==> src/rtl/uart_tx_arbiter.sv <==
// uart_tx_arbiter
//
// Round-robin arbiter that shares one UART transmitter between up to eight
// byte producers. In IDLE it picks the next requester (searching from the
// round-robin pointer), captures that requester's byte, and issues a start
// pulse to the transmitter. In WAIT it ignores every request until the
// transmitter reports the frame is finished. If TIMEOUT is non-zero, it
// returns to IDLE after TIMEOUT cycles without completion.
//
// Parameters
//   N_REQ    number of requesters (2..8)
//   TIMEOUT  cycles to wait for i_tx_done in WAIT; 0 disables the watchdog
//   OWNER_W  derived width of o_owner ($clog2(N_REQ))
//
// Ports
//   clk         system clock, rising edge
//   rst         asynchronous active-high reset
//   i_req       per-requester request level, held until granted
//   i_data      byte k on bits [8k+7:8k]
//   i_tx_done   one-cycle frame-complete pulse from the UART TX
//   o_grant     one-hot one-cycle pulse: that requester's byte was captured
//   o_tx        byte presented to the UART TX, held until the next grant
//   o_tx_start  one-cycle start pulse to the UART TX
//   o_owner     index of the last granted requester
//   o_busy      high whenever the arbiter is not IDLE
//   o_timeout   one-cycle pulse when the watchdog expires
module uart_tx_arbiter #(
  parameter int N_REQ = 4,
  parameter int unsigned TIMEOUT = 100000,
  localparam int OWNER_W = $clog2(N_REQ)
) (
  input  logic                 clk,
  input  logic                 rst,
  input  logic [N_REQ-1:0]     i_req,
  input  logic [8*N_REQ-1:0]   i_data,
  input  logic                 i_tx_done,
  output logic [N_REQ-1:0]     o_grant,
  output logic [7:0]           o_tx,
  output logic                 o_tx_start,
  output logic [OWNER_W-1:0]   o_owner,
  output logic                 o_busy,
  output logic                 o_timeout
);

  typedef enum logic {
    S_IDLE,
    S_WAIT
  } state_t;

  state_t state, state_d;

  logic [OWNER_W-1:0] ptr, ptr_d;
  logic [OWNER_W-1:0] ptr_eff;
  logic [OWNER_W-1:0] win_idx;
  logic               win_valid;
  logic [31:0]        wcnt, wcnt_d;
  int                 cand;

  logic [N_REQ-1:0]   grant_d;
  logic [7:0]         tx_d;
  logic               start_d;
  logic [OWNER_W-1:0] owner_d;
  logic               timeout_d;

  // Pointer codes at or above N_REQ (only possible when N_REQ is not a
  // power of two) are treated as 0 so the search always starts in range.
  assign ptr_eff = (int'(ptr) < N_REQ) ? ptr : '0;

  // Rotating priority search: first asserted request starting at ptr_eff,
  // wrapping past N_REQ-1 back to 0.
  always_comb begin
    win_valid = 1'b0;
    win_idx   = '0;
    cand      = 0;
    for (int off = 0; off < N_REQ; off++) begin
      cand = int'(ptr_eff) + off;
      if (cand >= N_REQ) begin
        cand = cand - N_REQ;
      end
      if (!win_valid && i_req[cand[OWNER_W-1:0]]) begin
        win_valid = 1'b1;
        win_idx   = cand[OWNER_W-1:0];
      end
    end
  end

  // Next-state and next-output logic. Pulse outputs default low; o_tx and
  // o_owner hold their last value until the next grant.
  always_comb begin
    state_d   = state;
    ptr_d     = ptr;
    wcnt_d    = wcnt;
    grant_d   = '0;
    tx_d      = o_tx;
    start_d   = 1'b0;
    owner_d   = o_owner;
    timeout_d = 1'b0;

    case (state)
      S_IDLE: begin
        if (win_valid) begin
          grant_d = {{(N_REQ-1){1'b0}}, 1'b1} << win_idx;
          tx_d    = i_data[8*win_idx +: 8];
          start_d = 1'b1;
          owner_d = win_idx;
          if (int'(win_idx) == N_REQ - 1) begin
            ptr_d = '0;
          end else begin
            ptr_d = win_idx + 1'b1;
          end
          wcnt_d  = '0;
          state_d = S_WAIT;
        end
      end

      S_WAIT: begin
        // Frame completion takes priority over a coincident watchdog expiry.
        if (i_tx_done) begin
          state_d = S_IDLE;
        end else if ((TIMEOUT != 0) && (wcnt == TIMEOUT - 1)) begin
          state_d   = S_IDLE;
          timeout_d = 1'b1;
        end else begin
          wcnt_d = wcnt + 32'd1;
        end
      end

      default: begin
        state_d = S_IDLE;
      end
    endcase
  end

  // State and output registers. Reset is asynchronous so that a reset in
  // the middle of a frame clears the outputs without waiting for a clock.
  always_ff @(posedge clk or posedge rst) begin
    if (rst) begin
      state      <= S_IDLE;
      ptr        <= '0;
      wcnt       <= '0;
      o_grant    <= '0;
      o_tx       <= 8'h00;
      o_tx_start <= 1'b0;
      o_owner    <= '0;
      o_timeout  <= 1'b0;
    end else begin
      state      <= state_d;
      ptr        <= ptr_d;
      wcnt       <= wcnt_d;
      o_grant    <= grant_d;
      o_tx       <= tx_d;
      o_tx_start <= start_d;
      o_owner    <= owner_d;
      o_timeout  <= timeout_d;
    end
  end

  assign o_busy = (state != S_IDLE);

endmodule

==> config.mk <==
export PLATFORM = sky130hd
export DESIGN_NAME = uart_tx_arbiter
export DESIGN_NICKNAME = d
export VERILOG_FILES = /design/src/rtl/uart_tx_arbiter.sv
export SDC_FILE = /design/constraint.sdc
export NUM_CORES = 1
export LEC_CHECK = 0
export BUFFER_PORTS_ARGS = -buffer_cell sky130_fd_sc_hd__buf_2
export CORE_ASPECT_RATIO = 1.1
export CORE_UTILIZATION = 55
export DETAILED_ROUTE_END_ITERATION = 8
export GPL_ROUTABILITY_DRIVEN = 0
export GPL_TIMING_DRIVEN = 0
export PLACE_DENSITY = 0.8
export SLEW_MARGIN = 20
export SYNTH_ARGS = -nofsm -noshare
export SYNTH_HDL_FRONTEND = slang
export SYNTH_SLANG_ARGS = --single-unit
==> constraint.sdc <==
create_clock -name clk -period 2.65 [get_ports clk]
set_clock_uncertainty 0.05 [all_clocks]
set_input_delay 0.6625 -clock clk [delete_from_list [all_inputs] [get_ports clk]]
set_output_delay 0.6625 -clock clk [all_outputs]
set_load 0.02 [all_outputs]
Word-level counts from Yosys, hierarchy flattened
Index checks and enable logic that the tools add are counted.

word-level totals
  flip-flop bits (word level) = 51
  memories = 0
  RAM bits = 0
  memory bits (read-only) = 0
  input bits = 39
  logic and storage cells = 76
  bits in latches = 0

operators by class
  bitwise operators = 1
  $mul = 0
  shift operators = 2
  order comparisons = 8
  mux-type cells = 35
  add/sub/neg operators = 9
  reduce and logical (&&, ||, !) cells = 8
  div/mod/pow operators = 0
  eq/ne operators = 5

operators by type and width
  cell                                                                    count
  32-bit two-way mux                                                      3
  32-bit one-hot mux with 2 select lines                                  1
  32-bit by 1-bit adder with 32-bit output (second input constant)        1
  32-bit by 17-bit == test with 1-bit output (second input constant)      1
  32-bit by 6-bit indexed part select with 8-bit output                   1
  2-bit two-way mux                                                       9
  1-bit two-way mux                                                       15
  2-bit by 3-bit < comparator with 1-bit output (second input constant)   4
  3-bit >= comparator (second input constant)                             3
  1-bit binary-select mux with 2-bit select                               4
  4-bit two-way mux                                                       2
  2-bit by 1-bit subtractor with 2-bit output (second input constant)     4
  2-bit by 2-bit adder with 3-bit output (second input constant)          2
  2-bit != test (second input constant)                                   3
  1-bit by 2-bit << shifter with 4-bit output (first input constant)      1
  2-bit by 1-bit adder with 3-bit output (second input constant)          1
  2-bit by 3-bit >= comparator with 1-bit output (second input constant)  1
  1-bit logical AND                                                       3
  1-bit zero test                                                         3
  3-bit AND reduction                                                     1
  2-bit by 1-bit adder with 2-bit output (second input constant)          1
  2-bit by 1-bit == test with 1-bit output (second input constant)        1
  1-bit one-hot mux with 2 select lines                                   1
  2-bit AND reduction                                                     1
  1-bit inverter                                                          1

Depth between registers and ports, before layout
  depth after elaboration = 17
  depth in mapped cells = 8

Worst setup path before layout
No wires, ideal clock.

  path kind = reg2reg
  start = reg wcnt[0]
  end = reg wcnt[14]
  path slack = 0.697 ns
  stages on the path, launching flop included = 8
  library setup time = 0.078 ns
  required time = 2.522 ns
  arrival = 1.825 ns
  cell sequence = dfrtp_1 ha_1 and4_1 nand4_1 o21ai_2 buf_6 or4_1 a21oi_1

between the ends
  cells in the longest elaborated chain, start to end = 4
  elaborated cells on any way between the ends = 7
  those cells by class = 1 x add/sub; 2 x eq/ne; 3 x mux; 1 x reduce/logical

RTL lines
  item                                      line  RTL
  start: declaration                        56    logic [31:0] wcnt, wcnt_d;
  start signal: assignment                  149   wcnt <= wcnt_d;
  32-bit by 1-bit adder with 32-bit output  124   wcnt_d = wcnt + 32'd1;
  32-bit two-way mux                        120   end else if ((TIMEOUT != 0) && (wcnt == TIMEOUT - 1)) begin
  32-bit two-way mux                        118   if (i_tx_done) begin
  32-bit one-hot mux with 2 select lines    99    case (state)

Parallel ways exist; a longest one is shown, timed or not. The select of a mux whose other input is x is not followed.
A chain may end at the register's enable or synchronous reset.

Worst setup path in the final report
Ends and elaborated chain as after synthesis.

==> reports/metrics.cfg <==
[floorplan]
die_height_um=76.5
die_area_sq_mm=0.00534
ios=56
die_width_um=69.8
floorplan.rows=26
core_area_sq_mm=0.00475
initial_utilization=0.585

[final_layout]
antenna_cells_inserted=0
synthToLayoutAreaGrowth_pct=17.2
final_nets=386
fillers=370
final_layout_size_suffix_gt1_frac=0.240

[drt]
remaining_number_of_nets_flagged_by_the_antenna_check_after_routing=0
drt_drc_violations_left=0
pre_repair_dr_iteration_count=4
dr.first_iter.drc_count=180
wl_per_cell_um=15.5
wl_um=6230
dr_total_vias=2415
via_per_inst=6.01

[synthesis]
synth_warn=0
synth_top_cell_area_share=0.459
netlist_top_cells_area=sky130_fd_sc_hd__dfrtp_1 (46%), sky130_fd_sc_hd__mux2i_1 (8.3%), sky130_fd_sc_hd__nand2_1 (4.7%)
yosysUniqueCellTypes=45
syn_avg_cell_area_sq_um=9.85
syn-instance-count=282
synth-edff-count=0
seq_area_frac_synth=0.459
async_reset_ff_frac=1.00
synth_nets=323
synth_common_cells=sky130_fd_sc_hd__dfrtp_1 (51), sky130_fd_sc_hd__nand2_1 (35), sky130_fd_sc_hd__mux2i_1 (23), sky130_fd_sc_hd__nor2_1 (17), sky130_fd_sc_hd__a21oi_1 (16)
syn-cell-area_sq_mm=0.00278
synthDominantAreaCellType=sky130_fd_sc_hd__dfrtp_1
post-synth-top-count-cell=sky130_fd_sc_hd__dfrtp_1
yosys_register_bits=51
synth-main-ff-cell=sky130_fd_sc_hd__dfrtp_1

[critical_path]
critical_path.endpoint_type=flip-flop
path_class=reg -> reg
crit-reg2reg-capture=wcnt[14]
cp_max_fo=10
timing.critical_path.buf_inv=1
r2r_setup_slack_ns=0.48
cpLargestDelayFamily=simple AND/OR/NAND/NOR gates
reg2reg_from=wcnt[0]
worst-endpoint-required_ns=2.83
timing.reg2reg.worst_path_depth=7
critical_path_arrival_ns=2.35
crit_slowest_cell=sky130_fd_sc_hd__or4_1
start_kind=flip-flop
timing.critical_path.cells=ha_1, and4_1, nand4_1, o21ai_2, buf_6, or4_1, a21oi_1
slowest_delay_ns=0.49

[timing]
final.period_utilization=0.819
unrepaired_setup_endpoints_after_global_routing=false
report.final.hold_viol_count=0
worst_slew_margin_rel=0.644
min_period_ns=2.17
timing.final.max_slew_violations=0
setup-tns-final_ns=0
worst-slew-pin-transition_ns=0.534
max_clock_freq_mhz=461
finalSetupViolations=0

[grt]
wire_length_of_the_first_global_routing_pass_um=10800
global_route.usage.total=0.252
grt.overflow.total=0
largest_net_degree_at_the_start_of_global_routing=35
via_count_of_the_first_global_routing_pass=2358
grt_antenna_before_repair=0

[cts]
cts-root-buf=sky130_fd_sc_hd__clkbuf_8
ctsHtreeMaxLevel=2
post_cts.resized_instances=0
ctsLongestPathBuffers=2
tritoncts=done
cts_made_buffers=5
postCtsSetupRepairBufs=0
holdBufCountCts=0
clk_latency_ns=0.31
clock_transition_at_the_registers_of_the_reported_paths_ns=0.10
numClockSinks=51

[placement]
dp.final_hpwl_um=4500
port_buffers=55

[pwr]
power_mw=2.49
peak_vdd_ir_mv=0.606
cellPowerDensity_mw_per_mm2=765
leakage_nw=1.57

[outcome]
run_status=completed

[job]
timing.max_cap.violations=0

[hold_path]
hold_path.class=in -> async

==> flip-flops by register name (all words and copies together) (netlist names) <==
signal / flops
o_grant: 4
o_timeout: 1
o_tx_start: 1
o_tx: 8
wcnt: 32
ptr: 2
o_busy: 1
o_owner: 2
==> placed cells by master (no fill, tap or decap), types with 4 or more instances in the layout <==
cell / instances
sky130_fd_sc_hd__and3_1: 4
sky130_fd_sc_hd__dfrtp_1: 51
sky130_fd_sc_hd__xor2_1: 9
sky130_fd_sc_hd__nand3_1: 11
sky130_fd_sc_hd__nor2_1: 17
sky130_fd_sc_hd__buf_2: 60
sky130_fd_sc_hd__inv_1: 4
sky130_fd_sc_hd__or3_1: 8
sky130_fd_sc_hd__clkbuf_8: 5
sky130_fd_sc_hd__o221ai_1: 8
sky130_fd_sc_hd__nand2b_1: 4
sky130_fd_sc_hd__nand2_1: 35
sky130_fd_sc_hd__clkbuf_1: 4
sky130_fd_sc_hd__a21oi_1: 16
sky130_fd_sc_hd__and2_1: 4
sky130_fd_sc_hd__o21ai_0: 7
sky130_fd_sc_hd__nand4_1: 15
sky130_fd_sc_hd__nor4_1: 5
sky130_fd_sc_hd__and4_1: 7
sky130_fd_sc_hd__o21ai_1: 5
sky130_fd_sc_hd__mux2i_1: 23
==> cells by family after synthesis <==
group | share of synthesized area
fa+ha+maj | 0.00901
compound gates | 0.105
xor+xnor | 0.0315
simple gates | 0.277
flops | 0.459
buf+inv | 0.0347
mux | 0.0829
==> worst max path at each step <==
stage                        start       end  slack (ns)  cells past startpoint
after floorplan            wcnt[0]  wcnt[14]        0.70                      7
after global placement         rst  wcnt[26]        0.06                      2
after detailed placement  i_req[0]   o_tx[4]        0.36                      8
after CTS                  wcnt[0]  wcnt[14]        0.48                      7
after global routing       wcnt[0]  wcnt[14]        0.34                      7
final                      wcnt[0]  wcnt[14]        0.48                      7
==> worst reg2reg max path, cell delays in order, from the launching register on <==
cell and delay (ns):
sky130_fd_sc_hd__dfrtp_1 0.45, sky130_fd_sc_hd__ha_1 0.28, sky130_fd_sc_hd__and4_1 0.27, sky130_fd_sc_hd__nand4_1 0.16
sky130_fd_sc_hd__o21ai_2 0.09, sky130_fd_sc_hd__buf_6 0.15, sky130_fd_sc_hd__or4_1 0.49, sky130_fd_sc_hd__a21oi_1 0.16
==> metrics by stage <==
stage	cells	cell area (sq um)	utilization	hold slack, ns	setup WS [ns]
final	402	3260	0.685	0.277	0.481
after global routing	402	3260	0.685	0.311	0.345
after CTS	402	3260	0.685	0.294	0.478
after detailed placement	394	3140	0.662	0.410	0.365
after global placement	393	3120	0.658	0.405	0.0573
after floorplan	282	2780	-	0.450	0.697
==> report_power, final <==
part           switching (mW)  total [mW]  internal (mW)
Combinational           0.594       0.928          0.334
Clock                   0.268       0.550          0.282
Sequential             0.0971        1.01          0.916
Total                   0.959        2.49           1.53
==> layout make-up <==
type	count	area [sq um]	share of cell area
Timing Repair Buffer	56	295	0.0907
Inverter	5	18.8	0.00576
Sequential cell	51	1280	0.392
Multi-Input combinational cell	212	1410	0.432
Tap cell	56	70.1	0.0215
Clock inverter	3	43.8	0.0135
Clock buffer	5	68.8	0.0211
Buffer	14	77.6	0.0238
==> metal layers <==
layer,track usage,vias up,share of wire
li1,-,1168,-
met1,0.306,1138,0.43
met2,0.458,105,0.49
met3,0.0410,4,0.067
met4,0.0680,0,0.010
met5,0,-,0
No activity file was read; power rests on OpenSTA's default activity.
